===== src/rtl/store_unit.sv =====
// store_unit: store-path lane alignment and memory write handshake.
// Places store data on byte lanes of a word-aligned 32-bit write port,
// generates byte strobes and issues the write over valid/ready.
// Optional feature macro: STORE_SPLIT_EN -- when defined, a store that
// crosses a word boundary is issued as two beats; when undefined such a
// store is rejected with an err pulse.
module store_unit #(
  parameter int unsigned ADDR_WIDTH = 32
) (
  input  logic                  clk,
  input  logic                  rst_n,
  input  logic                  req_valid,
  output logic                  req_ready,
  input  logic [ADDR_WIDTH-1:0] req_addr,
  input  logic [31:0]           req_data,
  input  logic [2:0]            store_mode,
  output logic                  mem_valid,
  input  logic                  mem_ready,
  output logic [ADDR_WIDTH-1:0] mem_addr,
  output logic [31:0]           mem_wdata,
  output logic [3:0]            mem_wstrb,
  output logic                  done,
  output logic                  err
);

  typedef enum logic [1:0] {
    IDLE  = 2'd0,
    BEAT0 = 2'd1,
    BEAT1 = 2'd2
  } state_t;

  state_t                  state;
  logic [3:0]              base_mask;
  logic [31:0]             data_masked;
  logic                    mode_legal;
  logic [7:0]              strb8;
  logic                    crossing;
  logic [4:0]              shamt;
  logic [ADDR_WIDTH-1:0]   word_addr;
  logic [31:0]             lo_wdata;

`ifdef STORE_SPLIT_EN
  logic [63:0]             wide64;
  logic                    split_pend;
  logic [31:0]             hi_wdata;
  logic [3:0]              hi_strb;
`endif

  assign req_ready = (state == IDLE);

  // Width decode and lane math for the incoming request.
  always_comb begin
    base_mask   = '0;
    data_masked = '0;
    mode_legal  = 1'b0;
    case (store_mode)
      3'b000: begin
        base_mask   = 4'b0001;
        data_masked = {24'b0, req_data[7:0]};
        mode_legal  = 1'b1;
      end
      3'b001: begin
        base_mask   = 4'b0011;
        data_masked = {16'b0, req_data[15:0]};
        mode_legal  = 1'b1;
      end
      3'b010: begin
        base_mask   = 4'b1111;
        data_masked = req_data;
        mode_legal  = 1'b1;
      end
      default: ;
    endcase
    strb8     = {4'b0000, base_mask} << req_addr[1:0];
    crossing  = |strb8[7:4];
    shamt     = {req_addr[1:0], 3'b000};
    word_addr = {req_addr[ADDR_WIDTH-1:2], 2'b00};
`ifdef STORE_SPLIT_EN
    wide64    = {32'b0, data_masked} << shamt;
    lo_wdata  = wide64[31:0];
`else
    // Only the low word of the shifted data is ever needed here.
    lo_wdata  = data_masked << shamt;
`endif
  end

  // Control FSM with registered beat payload and status pulses.
  always_ff @(posedge clk or negedge rst_n) begin
    if (!rst_n) begin
      state      <= IDLE;
      mem_valid  <= 1'b0;
      mem_addr   <= '0;
      mem_wdata  <= '0;
      mem_wstrb  <= '0;
      done       <= 1'b0;
      err        <= 1'b0;
`ifdef STORE_SPLIT_EN
      split_pend <= 1'b0;
      hi_wdata   <= '0;
      hi_strb    <= '0;
`endif
    end else begin
      done <= 1'b0;
      err  <= 1'b0;
      case (state)
        IDLE: begin
          if (req_valid) begin
            if (!mode_legal) begin
              err <= 1'b1;
`ifndef STORE_SPLIT_EN
            end else if (crossing) begin
              err <= 1'b1;
`endif
            end else begin
              mem_valid <= 1'b1;
              mem_addr  <= word_addr;
              mem_wdata <= lo_wdata;
              mem_wstrb <= strb8[3:0];
`ifdef STORE_SPLIT_EN
              split_pend <= crossing;
              hi_wdata   <= wide64[63:32];
              hi_strb    <= strb8[7:4];
`endif
              state <= BEAT0;
            end
          end
        end
        BEAT0: begin
          if (mem_ready) begin
`ifdef STORE_SPLIT_EN
            if (split_pend) begin
              mem_addr  <= mem_addr + ADDR_WIDTH'(4);
              mem_wdata <= hi_wdata;
              mem_wstrb <= hi_strb;
              state     <= BEAT1;
            end else begin
              mem_valid <= 1'b0;
              mem_addr  <= '0;
              mem_wdata <= '0;
              mem_wstrb <= '0;
              done      <= 1'b1;
              state     <= IDLE;
            end
`else
            mem_valid <= 1'b0;
            mem_addr  <= '0;
            mem_wdata <= '0;
            mem_wstrb <= '0;
            done      <= 1'b1;
            state     <= IDLE;
`endif
          end
        end
`ifdef STORE_SPLIT_EN
        BEAT1: begin
          if (mem_ready) begin
            mem_valid  <= 1'b0;
            mem_addr   <= '0;
            mem_wdata  <= '0;
            mem_wstrb  <= '0;
            split_pend <= 1'b0;
            done       <= 1'b1;
            state      <= IDLE;
          end
        end
`endif
        default: state <= IDLE;
      endcase
    end
  end

endmodule


===== config.mk =====
export PLATFORM = sky130hd
export DESIGN_NAME = store_unit
export DESIGN_NICKNAME = d
export VERILOG_FILES = /design/src/rtl/store_unit.sv
export SDC_FILE = /design/constraint.sdc
export NUM_CORES = 1
export LEC_CHECK = 0
export ABC_AREA = 0
export CAP_MARGIN = 5
export CORE_ASPECT_RATIO = 0.8
export CORE_UTILIZATION = 45
export CTS_CLUSTER_SIZE = 16
export DETAILED_ROUTE_END_ITERATION = 8
export HOLD_SLACK_MARGIN = 0.02
export PLACE_DENSITY = 0.85
export SYNTH_ARGS = -nofsm -noshare
export SYNTH_HDL_FRONTEND = slang
export SYNTH_SLANG_ARGS = --single-unit

===== constraint.sdc =====
create_clock -name clk -period 2.2 [get_ports clk]
set_input_delay 0.55 -clock clk [delete_from_list [all_inputs] [get_ports clk]]
set_output_delay 0.55 -clock clk [all_outputs]
set_load 0.03 [all_outputs]

==> summary by stage, run 1 <==
Layout
Fill cells in the final layout number 537. The repair_antennas step left the layout with diodes totalling 0. The ratio of cells with drive above 1 in the final layout is 11.5%. For this run, the share of the core covered by cells in the final layout is 73.2%. The area occupied by registers is 1730 µm². Summing all multi-input logic gate instances after layout gives 1380 µm². The area growth from synthesis to layout is 56.3%. The net total in the final layout is 562.

Timing
The final critical path time including I/O delays and setup is 2.10 ns. The timing-limited maximum frequency is 475 MHz. Across the routed clock network, the largest skew measured is 0.00773 ns. Setup slack on the critical path of the routed design comes to 0.0967 ns. Setup repair after global routing left no endpoint under its margin. The transition at the pin with the smallest max-transition slack is 0.591 ns. The total count of hold-check failures in the final report is 0. Setup violations remaining at the end of the flow were counted as 0. Hold timing on the final database bottoms out at a slack of 0.197 ns. After layout, the worst path uses 95.6% of the clock period. In the final timing run, aggregate negative setup slack is 0 ns.

The relative slew slack is 60.4%. The number of pins exceeding their max-slew limit in the final report is 0.

Logic synthesis
The number of warnings issued by yosys is 0. The post-synthesis sequential area ratio is 53.0%. A synthesized cell averages 9.76 µm². The gate count of the mapped netlist is 334.

Counting flops with a built-in enable in the synthesized netlist gives 0. The register bit count reported by yosys is 69. In this run, distinct cell masters in the synthesized netlist total 39. The share of synthesized flip-flops with an asynchronous set or reset is 100%. The synthesized netlist occupies a cell area of 3260 µm². The share of the synthesized area in the top cell type is 53.0%. In the post-synthesis netlist, the biggest area contributors are sky130_fd_sc_hd__dfrtp_1 (53%), sky130_fd_sc_hd__nand3_1 (8.4%), sky130_fd_sc_hd__nand2_1 (7.6%). The most used flip-flop cell after synthesis is sky130_fd_sc_hd__dfrtp_1. The biggest area contributor in the post-synthesis netlist is sky130_fd_sc_hd__dfrtp_1.

Setup path
The number of cells on the worst reg-to-reg path is 5. The slowest stage of the critical path is the sky130_fd_sc_hd__clkdlybuf4s50_1 cell. The worst-path maximum fanout is 5.

The startpoint identified for the worst register-to-register timing path is mem_valid$_DFFE_PN0P_. STA classifies the critical path startpoint as a flip-flop. The critical path required time is 1.65 ns.

The number of buffers and inverters on the critical path is 1. The endpoint arrival time on the critical path is 1.55 ns. The signal on the critical path passes through clkdlybuf4s50_1. STA classifies the critical path endpoint as a primary output. The kind of cell adding the most delay to the critical path is buffers and inverters.

The setup path with the least slack is of type reg -> out. The worst flop-to-flop path endpoint is mem_wdata[2]$_DFFE_PN0P_. The largest single stage delay on the critical path is 0.72 ns. Across all register-to-register paths, the minimum setup slack is 0.42 ns.

Place
The final weighted congestion of routability-driven global placement is 0.968. Summed over all nets, the half-perimeter wirelength after detailed placement is 7320 µm. During placement, the flow inserted port buffers numbering 140. At the placement stage, the worst setup path has a slack of -0.153 ns.

CTS
TritonCTS created 9 clock buffers. The total number of H-tree levels is 3. No sink is reached through more buffers than the 2 on the longest clock path. The clock root buffer is sky130_fd_sc_hd__clkbuf_8.

The post-CTS setup buffer count is 0. The number of resized instances in the post-cts repair step is 1. CTS saw 69 sinks.

The clock latency on the worst-skew pair is 0.35 ns. The TritonCTS clock tree is done. Clock-pin slew was measured on the worst setup and hold paths at 0.07 ns.

Hold repair after CTS inserted 0 buffers.

Pwr
After layout, the design draws a total of 3.74 mW. The worst voltage drop across the vdd grid is 525 µV. Summed over all cells, the static leakage comes to 2.29 nW.

The power per cell area is 735 nW/µm².

Drt
The post-detailed-routing wire length is 9990 µm. Dividing the detail-routed via count by the number of cells gives 5.64. The count of antenna-violating nets left after detailed routing is 0. In this run, the number of DRC markers left after iteration 0 of detailed routing was 196. Detailed routing inserted a total of 3286 vias. The remaining routing DRC violations is 0.

The first detailed-routing pass ran for 5 iterations. Dividing the detail-routed wire length by the instance count gives 17.1 µm.

Die
The area enclosed by the die boundary is 7590 µm². In this run the vertical extent of the chip is 78.1 µm. The region available for standard cell placement spans 6960 µm². The number of rows created at floorplan is 27.

The die is 97.2 µm wide. 143 I/O pins were placed. For this configuration, the core starts out at a cell density of 46.9%.

Flow run
Across the run, the number of max-cap violations was 0.

GRT
The global-route total usage across every layer is 26.6%. The via count of the first global-routing pass came to 3207. The overflow left after global routing is 0.

The first global-routing pass estimated 16000 µm of wire. Entering global routing, the biggest net connects 70 pins. The number of antenna violations at the first check in global routing was 0.

Run status
The flow ran to the end, and the final reports show no timing, DRC or antenna violations.

Worst hold path
The worst min-delay path category is in -> async.
[area by class of cell]
class                   count  share of cell area [%]
clock buffers              11                    2.58
clock inverters             5                   0.540
inverters                   4                   0.295
multi-input cells         234                    27.1
flip-flops and latches     69                    33.9
well taps                  87                    2.14
repair buffers            173                    33.5
[worst max path at each step]
stage	from	to	cells past startpoint
after floorplan	req_addr[0]	mem_wdata[14]$_DFFE_PN0P_	6
after global routing	mem_valid$_DFFE_PN0P_	mem_valid	1
after detailed placement	store_mode[2]	mem_wdata[2]$_DFFE_PN0P_	6
after CTS	mem_valid$_DFFE_PN0P_	mem_valid	1
after global placement	store_mode[2]	mem_wdata[1]$_DFFE_PN0P_	6
final	mem_valid$_DFFE_PN0P_	mem_valid	1
[cell families after synthesis]
kind of cell	synth area share, %
compound gates	17.6
xor+xnor	0.499
buf+inv	4.91
flops	53.0
mux	2.76
other cells	0.115
simple gates	21.1
[Yosys cell counts, types with 5 or more instances]
cell type and count:
sky130_fd_sc_hd__dfrtp_1 69, sky130_fd_sc_hd__a22oi_1 8, sky130_fd_sc_hd__a31oi_1 7, sky130_fd_sc_hd__a32o_1 9, sky130_fd_sc_hd__clkbuf_1 10, sky130_fd_sc_hd__and2_1 7
sky130_fd_sc_hd__o22a_1 7, sky130_fd_sc_hd__nand2_1 66, sky130_fd_sc_hd__o21ai_1 7, sky130_fd_sc_hd__a22o_1 9, sky130_fd_sc_hd__buf_4 5, sky130_fd_sc_hd__buf_2 11
sky130_fd_sc_hd__mux2i_1 9, sky130_fd_sc_hd__nand3_1 55, sky130_fd_sc_hd__o21ai_0 14, sky130_fd_sc_hd__o31ai_1 8
[power by group]
part / switching [mW] / total, mW / internal, mW
clock network: 0.476 / 0.878 / 0.402
logic: 0.743 / 1.33 / 0.585
registers: 0.0986 / 1.54 / 1.44
total: 1.32 / 3.74 / 2.43
[metrics by stage]
| step | cells | instance area [µm²] |
|---|---|---|
| 2_1_floorplan | 335 | 3260 |
| 6_report | 583 | 5090 |
| 3_5_place_dp | 567 | 4940 |
| 5_1_grt | 583 | 5090 |
| 4_1_cts | 583 | 5090 |
| 3_3_place_gp | 567 | 4940 |
[state kept, by name, indices dropped and copies added (netlist names)]
name,count
mem_wdata,32
done,1
mem_valid,1
err,1
mem_addr,30
mem_wstrb,4
[routing by layer]
metal | global-route usage, % | wire length, µm | up-vias | share of wire [%]
met5 | 0 | 0 | - | 0
met4 | 9.25 | 201 | 0 | 2.0
met1 | 35.1 | 4420 | 1580 | 44
met3 | 8.19 | 844 | 22 | 8.4
met2 | 41.8 | 4520 | 175 | 45
li1 | - | - | 1509 | -
[cells in the final DEF, fill, tap and decap left out, drive strengths merged]
cell,instances
clkdlybuf4s50,138
dfrtp,69
nand2,66
nand3,55
buf,34
o21ai,21
clkbuf,11
a22o,9
mux2i,9
a32o,9
a22oi,9
o31ai,8
and2,7
a31oi,7
o22a,7
nor2,5
clkinv,5
a21oi,4
inv,3
nor3,3
a21o,2
nor4,2
conb,2
nor3b,2
o211a,1
nor4b,1
or2,1
nand3b,1
xor2,1
a2bb2oi,1
o2111ai,1
clkinvlp,1
dlygate4sd2,1
No activity file was read; power rests on OpenSTA's default activity.
==> inputs of run 2 (changes only) <==
--- a/config.mk
+++ b/config.mk
@@ -13,6 +13,7 @@
 export DETAILED_ROUTE_END_ITERATION = 8
 export HOLD_SLACK_MARGIN = 0.02
 export PLACE_DENSITY = 0.85
+export SKIP_LAST_GASP = 1
 export SYNTH_ARGS = -nofsm -noshare
 export SYNTH_HDL_FRONTEND = slang
 export SYNTH_SLANG_ARGS = --single-unit
==> results of run 2 <==
Same layout as run 1: the final DEF is identical, and so are final timing and power.
==> inputs of run 3 (changes only) <==
--- a/config.mk
+++ b/config.mk
@@ -11,6 +11,7 @@
 export CORE_UTILIZATION = 45
 export CTS_CLUSTER_SIZE = 16
 export DETAILED_ROUTE_END_ITERATION = 8
+export GPL_ROUTABILITY_DRIVEN = 1
 export HOLD_SLACK_MARGIN = 0.02
 export PLACE_DENSITY = 0.85
 export SKIP_LAST_GASP = 1
==> results of run 3 <==
Same layout as run 1: the final DEF is identical, and so are final timing and power.
==> patch (flow settings as in run 2) <==
Add a define of `STORE_SPLIT_EN`.
--- a/src/rtl/store_unit.sv
+++ b/src/rtl/store_unit.sv
@@ -5,4 +5,6 @@
 // crosses a word boundary is issued as two beats; when undefined such a
 // store is rejected with an err pulse.
+`define STORE_SPLIT_EN
+
 module store_unit #(
   parameter int unsigned ADDR_WIDTH = 32
Function: changed (a bounded check fails within 4 cycles, from zero or initial values and one cycle with rst_n low).
==> patch against run 2 <==
The flow now finishes with violations (negative setup slack). Total power grew to 2.8 times the old value. Sequential power grew 100%. Sequential share of layout area shrank 1.0 points. Highest routed layer unchanged. Routed wire length grew 71%. Design area grew 48%. Synthesized area grew 65%. Worst setup slack lost 100 ps. Sequential cell count grew 30. Final cell count grew 55%.
==> patch: results <==
metrics = {
    "synth": {
        "yosysUniqueCellTypes": 56,
        "yosys-top-cells-area": "dfrtp_1 (46%), o21ai_0 (8.2%), nand2_1 (4.7%)",
        "synthXorXnorAreaFrac_pct": 0.162,
        "synth.cells.most_frequent": "dfrtp_1 (99), o21ai_0 (88), nand2_1 (68)",
        "synth_compound_area_share_pct": 28.7,
        "avgSynthCellArea_sq_um": 8.99,
    },
    "sta": {
        "fin_skew_ps": 3.90,
        "hold_ws_ps": 100,
        "finalSetupTns_ps": -3.16,
        "finalSetupViolCount": 1,
        "fin_ws_ps": -3.16,
        "maxSlewHeadroom_pct": 65.9,
    },
    "finish": {
        "stdcell_count": 904,
        "largestRegisters": "mem_wdata (32), mem_addr (30), hi_wdata (24)",
    },
    "worst_setup_path": {
        "critPathMaxStageDelay_ps": 470,
        "regToRegSetupSlack_ps": 90,
        "crit_start": "store_mode[0]",
        "path_max_fanout": 9,
        "arrival_ps": 2480,
    },
    "run_status": {
        "status": "complete, but fails checks",
        "violations": "negative setup slack",
    },
    "placed_design": {
        "place.gp.congestion": 0.991,
        "dpl_cell_area_sq_um": 7210,
        "hpwl_um": 12300,
        "dp_cells": 888,
    },
    "power_and_ir_drop": {
        "peakVddDrop_v": 0.000746,
        "leakage_nw": 3.18,
    },
    "detailed_routing": {
        "via_per_inst": 6.25,
        "firstDrtPassIters": 6,
    },
    "global_route": {
        "grt.total_usage_pct": 27.7,
        "grt_first_pass_wirelength_um": 27500,
        "grt_max_degree": 53,
    },
}
[patch: cell types whose count changed after synthesis, sizes merged, moves of 18 or more]
cell | before | now
clkbuf | 10 | 28
a32oi | 0 | 24
dfrtp | 69 | 99
o21ai | 21 | 88
nor2 | 5 | 50
inv | 3 | 23
nand3 | 55 | 11
a21oi | 4 | 32
[patch: worst paths after layout]
| path | to | cells past startpoint |
|---|---|---|
| min in group clk | hi_strb[1] | 2 |
| max in group asynchronous | mem_wdata[12] | 2 |
| hold / removal | mem_valid | 1 |
| setup / recovery | hi_wdata[19] | 9 |
| setup reg to reg | mem_wdata[6] | 8 |
| hold reg to reg | hi_strb[1] | 2 |
[patch: where the power goes]
group	switching, W	internal, W
clock network	0.000729	0.000892
registers	0.000621	0.00246
logic	0.00330	0.00236
[patch: final cells by class]
class                      instances  area share (%)
multi-input combinational        432            35.3
tap                              148            2.46
clock buffer                       9            2.99
sequential                        99            32.8
clock inverter                     7            1.01
timing repair buffer             186            24.3
inverter                          23            1.14
[patch: metal layers]
| layer | wire length (um) | part of all wire [%] | up-vias | GRT usage (%) |
|---|---|---|---|---|
| met3 | 1530 | 8.9 | 37 | 6.50 |
| met4 | 341 | 2.0 | 0 | 9.55 |
| li1 | - | - | 2542 | - |
| met2 | 8060 | 47 | 351 | 44.6 |
| met5 | 0 | 0 | - | 0 |
| met1 | 7200 | 42 | 2716 | 37.0 |
[patch: critical path: cells and delay by family]
kind,cells,cell delay (ps)
AND/OR/NAND/NOR,4,750
AO/OA/AOI/OAI,1,180
buffers and inverters,4,1000
[patch: cell families (layout without fill, tap and decap cells)]
family          after synthesis  count (layout)
xor+xnor                      1               1
simple gates                179             179
flops                        99              99
fa+ha+maj                     6               6
other cells                   1               2
buf+inv                      70             225
mux                          10              10
compound gates              234             234
[patch: repair_timing]
action / 4_1_cts / 5_1_grt
pin swaps: 0 / 1
endpoints found under the setup margin: 7 / 12
setup buffers: 0 / 0
resized for setup: 4 / 7
[patch: stage by stage]
step / util [%] / setup WS [ps]
finish: 65.0 / -3.16
global route: 65.0 / -26.4
CTS: 64.9 / 8.30
detailed placement: 62.2 / -441
global placement: 62.2 / -383
floorplan: - / 117
